**config.mk**
```make
export PLATFORM = sky130hd
export DESIGN_NAME = intcode_io_port
export DESIGN_NICKNAME = d
export VERILOG_FILES = /design/src/rtl/intcode_io_pkg.sv /design/src/rtl/io_sync_fifo.sv /design/src/rtl/intcode_io_port.sv
export SDC_FILE = /design/constraint.sdc
export NUM_CORES = 2
export LEC_CHECK = 0
export CAP_MARGIN = 20
export CORE_MARGIN = 2
export CORE_UTILIZATION = 35
export DETAILED_ROUTE_END_ITERATION = 7
export GPL_ROUTABILITY_DRIVEN = 1
export HOLD_SLACK_MARGIN = 0.06
export SLEW_MARGIN = 15
export SYNTH_ARGS = -nofsm -noshare
export SYNTH_HDL_FRONTEND = slang
export SYNTH_SLANG_ARGS = --single-unit
```
**constraint.sdc**
```tcl
create_clock -name clock -period 14.3 [get_ports clock]
set_input_delay 2.86 -clock clock [delete_from_list [all_inputs] [get_ports clock]]
set_output_delay 2.86 -clock clock [all_outputs]
set_load 0.05 [all_outputs]
```
**src/rtl/intcode_io_pkg.sv**
```systemverilog
// Shared constants for the intcode memory-mapped I/O port.
// Offsets are in words relative to the decoded window base.
package intcode_io_pkg;

  localparam logic [31:0] STATUS_OFS = 32'h0000_0100;
  localparam logic [31:0] WINDOW     = 32'h0000_0200;

  localparam int ERR_BIT   = 31;
  localparam int FLUSH_BIT = 0;
  localparam int NF_BASE   = 16;

  function automatic logic [31:0] in_ofs(input int c);
    return 32'(2 * c);
  endfunction

  function automatic logic [31:0] out_ofs(input int c);
    return 32'(2 * c + 1);
  endfunction

endpackage

```
**src/rtl/io_sync_fifo.sv**
```systemverilog
// Single-clock FIFO with flush; head word is visible combinationally.
// Push is refused when full even if a pop happens in the same cycle.
module io_sync_fifo #(
  parameter int WIDTH = 32,
  parameter int DEPTH = 16
) (
  input  logic             i_clock,
  input  logic             i_reset,
  input  logic             i_flush,
  input  logic             i_push,
  input  logic             i_pop,
  input  logic [WIDTH-1:0] i_wdata,
  output logic [WIDTH-1:0] o_rdata,
  output logic             o_full,
  output logic             o_empty
);

  localparam int AW = $clog2(DEPTH);
  localparam logic [AW-1:0] PTR_ONE  = AW'(1);
  localparam logic [AW:0]   CNT_ONE  = (AW + 1)'(1);
  localparam logic [AW:0]   CNT_FULL = (AW + 1)'(DEPTH);

  logic [WIDTH-1:0] r_mem [DEPTH];
  logic [AW-1:0]    r_wptr;
  logic [AW-1:0]    r_rptr;
  logic [AW:0]      r_count;
  logic             w_do_push;
  logic             w_do_pop;

  assign o_full    = (r_count == CNT_FULL);
  assign o_empty   = (r_count == '0);
  assign o_rdata   = r_mem[r_rptr];
  assign w_do_push = i_push & ~o_full & ~i_flush & ~i_reset;
  assign w_do_pop  = i_pop & ~o_empty & ~i_flush;

  // Storage array; contents are don't-care while the count says empty.
  always_ff @(posedge i_clock) begin
    if (w_do_push) begin
      r_mem[r_wptr] <= i_wdata;
    end
  end

  // Pointer and occupancy tracking.
  always_ff @(posedge i_clock) begin
    if (i_reset || i_flush) begin
      r_wptr  <= '0;
      r_rptr  <= '0;
      r_count <= '0;
    end else begin
      if (w_do_push) begin
        r_wptr <= r_wptr + PTR_ONE;
      end
      if (w_do_pop) begin
        r_rptr <= r_rptr + PTR_ONE;
      end
      case ({w_do_push, w_do_pop})
        2'b10:   r_count <= r_count + CNT_ONE;
        2'b01:   r_count <= r_count - CNT_ONE;
        default: r_count <= r_count;
      endcase
    end
  end

endmodule

```
**src/rtl/intcode_io_port.sv**
```systemverilog
// Bus-side decode for per-channel input/output FIFOs of the intcode system.
// Holds the wait logic, the one-cycle read register and the sticky error flag.
module intcode_io_port
  import intcode_io_pkg::*;
#(
  parameter int          WIDTH     = 32,
  parameter int          DEPTH     = 16,
  parameter int          CHANNELS  = 2,
  parameter logic [31:0] BASE_ADDR = 32'hFFFF_0000
) (
  input  logic                      clock,
  input  logic                      reset,
  input  logic [31:0]               address_bus,
  input  logic                      bus_write,
  input  logic                      bus_read,
  input  logic [WIDTH-1:0]          bus_wdata,
  output logic [WIDTH-1:0]          bus_rdata,
  output logic                      bus_rdata_valid,
  output logic                      bus_wait,
  input  logic [CHANNELS*WIDTH-1:0] in_data,
  input  logic [CHANNELS-1:0]       in_valid,
  output logic [CHANNELS-1:0]       in_ready,
  output logic [CHANNELS*WIDTH-1:0] out_data,
  output logic [CHANNELS-1:0]       out_valid,
  input  logic [CHANNELS-1:0]       out_ready
);

  logic [31:0]         w_offset;
  logic                w_in_window;
  logic                w_is_status;
  logic                w_is_chan;
  logic [CHANNELS-1:0] w_in_sel;
  logic [CHANNELS-1:0] w_out_sel;
  logic [CHANNELS-1:0] w_in_empty;
  logic [CHANNELS-1:0] w_in_full;
  logic [CHANNELS-1:0] w_out_empty;
  logic [CHANNELS-1:0] w_out_full;
  logic [WIDTH-1:0]    w_in_head [CHANNELS];
  logic                w_wr;
  logic                w_rd;
  logic                w_wait;
  logic                w_wr_acc;
  logic                w_rd_acc;
  logic                w_flush;
  logic                w_err_evt;
  logic [31:0]         w_status;
  logic [WIDTH-1:0]    w_rd_word;
  logic                r_err;

  // Unsigned subtraction folds addresses below the base into the "outside" range.
  assign w_offset    = address_bus - BASE_ADDR;
  assign w_in_window = (w_offset < WINDOW);
  assign w_is_status = (w_offset == STATUS_OFS);
  assign w_is_chan   = |{w_in_sel, w_out_sel};
  assign w_wr        = w_in_window & bus_write;
  assign w_rd        = w_in_window & bus_read & ~bus_write;
  assign w_wr_acc    = w_wr & ~w_wait;
  assign w_rd_acc    = w_rd & ~w_wait;
  assign w_flush     = w_wr_acc & w_is_status & bus_wdata[FLUSH_BIT];
  assign bus_wait    = w_wait & ~reset;

  assign w_err_evt = w_in_window & (bus_read | bus_write) &
                     (~(w_is_chan | w_is_status) | (bus_read & bus_write) |
                      (w_wr & |w_in_sel) | (w_rd & |w_out_sel));

  for (genvar c = 0; c < CHANNELS; c++) begin : g_ch
    assign w_in_sel[c]  = (w_offset == in_ofs(c));
    assign w_out_sel[c] = (w_offset == out_ofs(c));
    assign in_ready[c]  = ~w_in_full[c];
    assign out_valid[c] = ~w_out_empty[c];

    io_sync_fifo #(.WIDTH(WIDTH), .DEPTH(DEPTH)) u_in_fifo (
      .i_clock (clock),
      .i_reset (reset),
      .i_flush (w_flush),
      .i_push  (in_valid[c]),
      .i_pop   (w_rd_acc & w_in_sel[c]),
      .i_wdata (in_data[c*WIDTH +: WIDTH]),
      .o_rdata (w_in_head[c]),
      .o_full  (w_in_full[c]),
      .o_empty (w_in_empty[c])
    );

    io_sync_fifo #(.WIDTH(WIDTH), .DEPTH(DEPTH)) u_out_fifo (
      .i_clock (clock),
      .i_reset (reset),
      .i_flush (w_flush),
      .i_push  (w_wr_acc & w_out_sel[c]),
      .i_pop   (out_ready[c]),
      .i_wdata (bus_wdata),
      .o_rdata (out_data[c*WIDTH +: WIDTH]),
      .o_full  (w_out_full[c]),
      .o_empty (w_out_empty[c])
    );
  end

  // Stall only on reads of an empty input FIFO or writes to a full output FIFO.
  always_comb begin
    w_wait = 1'b0;
    if (w_wr) begin
      w_wait = |(w_out_sel & w_out_full);
    end else if (w_rd) begin
      w_wait = |(w_in_sel & w_in_empty);
    end else begin
      w_wait = 1'b0;
    end
  end

  // STATUS image and read-data selection; unmapped reads return zero.
  always_comb begin
    w_status                      = 32'h0000_0000;
    w_status[CHANNELS-1:0]        = ~w_in_empty;
    w_status[NF_BASE +: CHANNELS] = ~w_out_full;
    w_status[ERR_BIT]             = r_err;
    w_rd_word                     = '0;
    if (w_is_status) begin
      w_rd_word = WIDTH'(w_status);
    end else begin
      for (int c = 0; c < CHANNELS; c++) begin
        w_rd_word = w_rd_word | (w_in_head[c] & {WIDTH{w_in_sel[c]}});
      end
    end
  end

  // Read-data register: valid pulses for exactly one cycle per accepted read.
  always_ff @(posedge clock) begin
    if (reset) begin
      bus_rdata       <= '0;
      bus_rdata_valid <= 1'b0;
    end else begin
      bus_rdata_valid <= w_rd_acc;
      if (w_rd_acc) begin
        bus_rdata <= w_rd_word;
      end
    end
  end

  // Sticky error; a new error event takes priority over a clear request.
  always_ff @(posedge clock) begin
    if (reset) begin
      r_err <= 1'b0;
    end else if (w_err_evt && !w_wait) begin
      r_err <= 1'b1;
    end else if (w_wr_acc && w_is_status && bus_wdata[ERR_BIT]) begin
      r_err <= 1'b0;
    end
  end

endmodule

```
==> summary.md <==
| Metric | Value |
|---|---|
| Mean routed wirelength per cell | `26.6 um` |
| # DRC | `0` |
| CP Class | `input pin to output pin` |
| Asr flop ratio synth | `0%` |
| Clk_lat worst skew | `0.87 ns` |
| Peak VDD IR | `183 uV` |
| Post-CTS Resized | `0` |
| Iteration-0 DRC Markers | `3557` |
| H-tree depth | `4` |
| # setup viols final | `0` |
| Status | `complete, no violations` |
| Uppermost routed layer | `met5` |
| Die height | `490 um` |
| Die Wd | `490 um` |
| Hold Crit Class | `flip-flop to flip-flop` |
| Maximum number of pins on one net before global-route repair | `105` |
| Starting Density | `35.1%` |
| Placed cell count | `6973` |
| CTS tree | `built` |
| First-pass DRT Iterations | `5` |
| Post-CTS Hold Buffers | `0` |
| Core Area | `0.235 sq mm` |
| Fin Clk Skew | `0.0581 ns` |
| PwrDens | `129 mW/mm^2` |
| Cell accounting for the most synthesized area | `edfxtp_1` |
| Final Core Density | `40.9%` |
| Clock Path Buffers | `3` |
| Port Buffers | `237` |
| Layout area overhead | `16.5%` |
| Post-synthesis cell count | `3687` |
| Count of cell types in the netlist | `61` |
| Least-Margin Pin Slew | `1.12 ns` |
| Seq/Total Area, Yosys | `77.0%` |
| Final std cells w/o fill | `7384` |
| Fmax | `119 MHz` |
| Setup bufs post-CTS | `0` |
| Critical Path RT | `11.44 ns` |
| Largest cells by area after synthesis | `edfxtp_1 75%, mux4_2 16%, dfxtp_1 2.5%` |
| Leakage power | `28.7 nW` |
| CP arrival | `5.58 ns` |
| Total GRT Usage | `16.2%` |
| Worst-path clk slew | `0.06 ns` |
| Max Transition Viols Final | `0` |
| Mapped Avg Cell Area | `22.4 sq um` |
| Number of synthesized flops with an enable pin | `2048` |
| Synth warn | `0` |
| Total Routed Length | `196000 um` |
| Critical path launch point type | `input pin` |
| Synthesis-stage register bit count | `2150` |
| RSZ-0062 raised after global routing | `no` |
| DPL Wire Length | `106000 um` |
| Met3 routed WL | `14300 um` |
| Period Utilization, post-route | `59.0%` |
| Routability cong. | `0.742` |
| Die area | `0.240 sq mm` |
| Via count | `38400` |
| Final Hold Viols | `0` |
| Sum Neg Setup Slack | `0 ns` |
| Overflow after GRT | `0` |
| CTS sink cnt | `2150` |
| Antenna viol nets, final | `0` |
| Clock root buffer | `clkbuf_16` |
| Critical Path Most Common Cell | `clkdlybuf4s50_1` |
| First-pass GRT wire length | `280000 um` |
| Wl on met1 | `80600 um` |
| CP cell instances | `clkdlybuf4s50_1, nor4_1, and4_1, nand2_1, or3_1, nor2_1, clkdlybuf4s50_1` |
| Initial antenna violation count | `29` |
| Post-synth net total | `3856` |
| Layout net count | `4220` |
| Met2 WL | `97200 um` |
| Vias in the first global route | `39100` |
| Mapped cell area | `0.0825 sq mm` |
| Max stage delay cell, worst path | `clkdlybuf4s50_1` |
| Hold Crit Start | `bus_rdata[18]` |
| Synth cell count leaders | `2048 x edfxtp_1, 577 x mux4_2, 158 x nor2_1, 102 x dfxtp_1, 101 x clkbuf_1` |
| Max Cap Viol | `0` |
| DR vias/cell | `5.20` |
| CP Launch Point | `address_bus[14]` |
| CP Capture Type | `output pin` |
| CTS Buf Count | `208` |
| Reg2reg start | `g_ch[0].u_in_fifo.r_count[1]` |
| Slew HR | `25.4%` |
| Share of layout cells above drive strength 1 | `26.9%` |
| Top-count cell post-synth | `edfxtp_1` |
| Row count | `178` |
| Final critical-path required period | `8.44 ns` |
| Critical Path Max Stage Delay | `0.82 ns` |
| WHS | `0.488 ns` |
| Worst-path fanout max | `6` |
| Share of the synthesized area in the top cell type | `74.5%` |
| I/O Pins | `238` |
| Ys flop type | `edfxtp_1` |
## layout by cell type (no fill, tap or decap), types with 31 or more instances in the layout
master and n:
ha_1 33, mux2i_1 76, nor2_4 33, nand2_1 44
clkinv_1 51, a21oi_1 78, clkdlybuf4s50_1 221, mux2_2 55
edfxtp_1 2048, nor2_1 125, buf_4 97, o22ai_1 31
clkbuf_1 56, mux4_2 577, dfxtp_1 86, clkbuf_16 210
## metal layers
metal	up-vias	track usage, %
li1	16300	-
met4	36	3.97
met3	256	3.83
met5	-	0
met2	1149	26.8
met1	20700	21.5
## kinds of logic after synthesis
| family | count (synthesis) | share of synthesized area (%) |
|---|---|---|
| flops | 2150 | 77.0 |
| mux | 708 | 17.4 |
| simple gates | 340 | 2.01 |
| buf+inv | 218 | 1.07 |
| compound gates | 196 | 1.54 |
| xor+xnor | 42 | 0.446 |
| fa+ha+maj | 33 | 0.500 |
## worst paths after layout
kind	endpoint	slack, ns	cells after the start
hold / removal	bus_rdata[18]	0.49	1
setup reg to reg	g_ch[0].u_in_fifo.r_count[4]	9.64	13
hold reg to reg	bus_rdata[18]	0.49	1
setup / recovery	bus_wait	5.86	7
## sequential cells by signal (all words and copies together) (netlist names), 10 cells and up, named ones only
register	flops
g_ch.u_out_fifo.r_mem	1024
g_ch.u_in_fifo.r_count	10
g_ch.u_out_fifo.r_count	10
g_ch.u_in_fifo.r_mem	1024
bus_rdata	32
## power by group
part	total (mW)	switching (mW)	internal (mW)
registers	6.92	0.00709	6.91
clock network	5.31	2.38	2.93
logic	0.203	0.142	0.0614
## worst max-delay path, delay by kind of cell
kind                   cells  cell delay, ns
buffers and inverters      2            1.22
and+or+nand+nor            5            1.50
## cell type report
cell class	instances	area (sq um)
fillers	20500	139000
flip-flops and latches	2150	63600
multi-input cells	1319	18500
clock buffers	273	5560
well taps	3150	3940
repair buffers	354	3360
clock inverters	112	1090
inverters	18	67.6
diodes	8	20.0
## metrics by stage
stage               cell area [sq um]  worst slack [ns]  total power [mW]
global placement                89200              5.87              7.24
detailed placement              89200              5.85              7.25
CTS                             95900              5.73              12.5
global route                    96100              5.50              12.8
finish                          96100              5.86              12.4
floorplan                       82500              6.06              7.10
(Power assumes the default switching activity.)
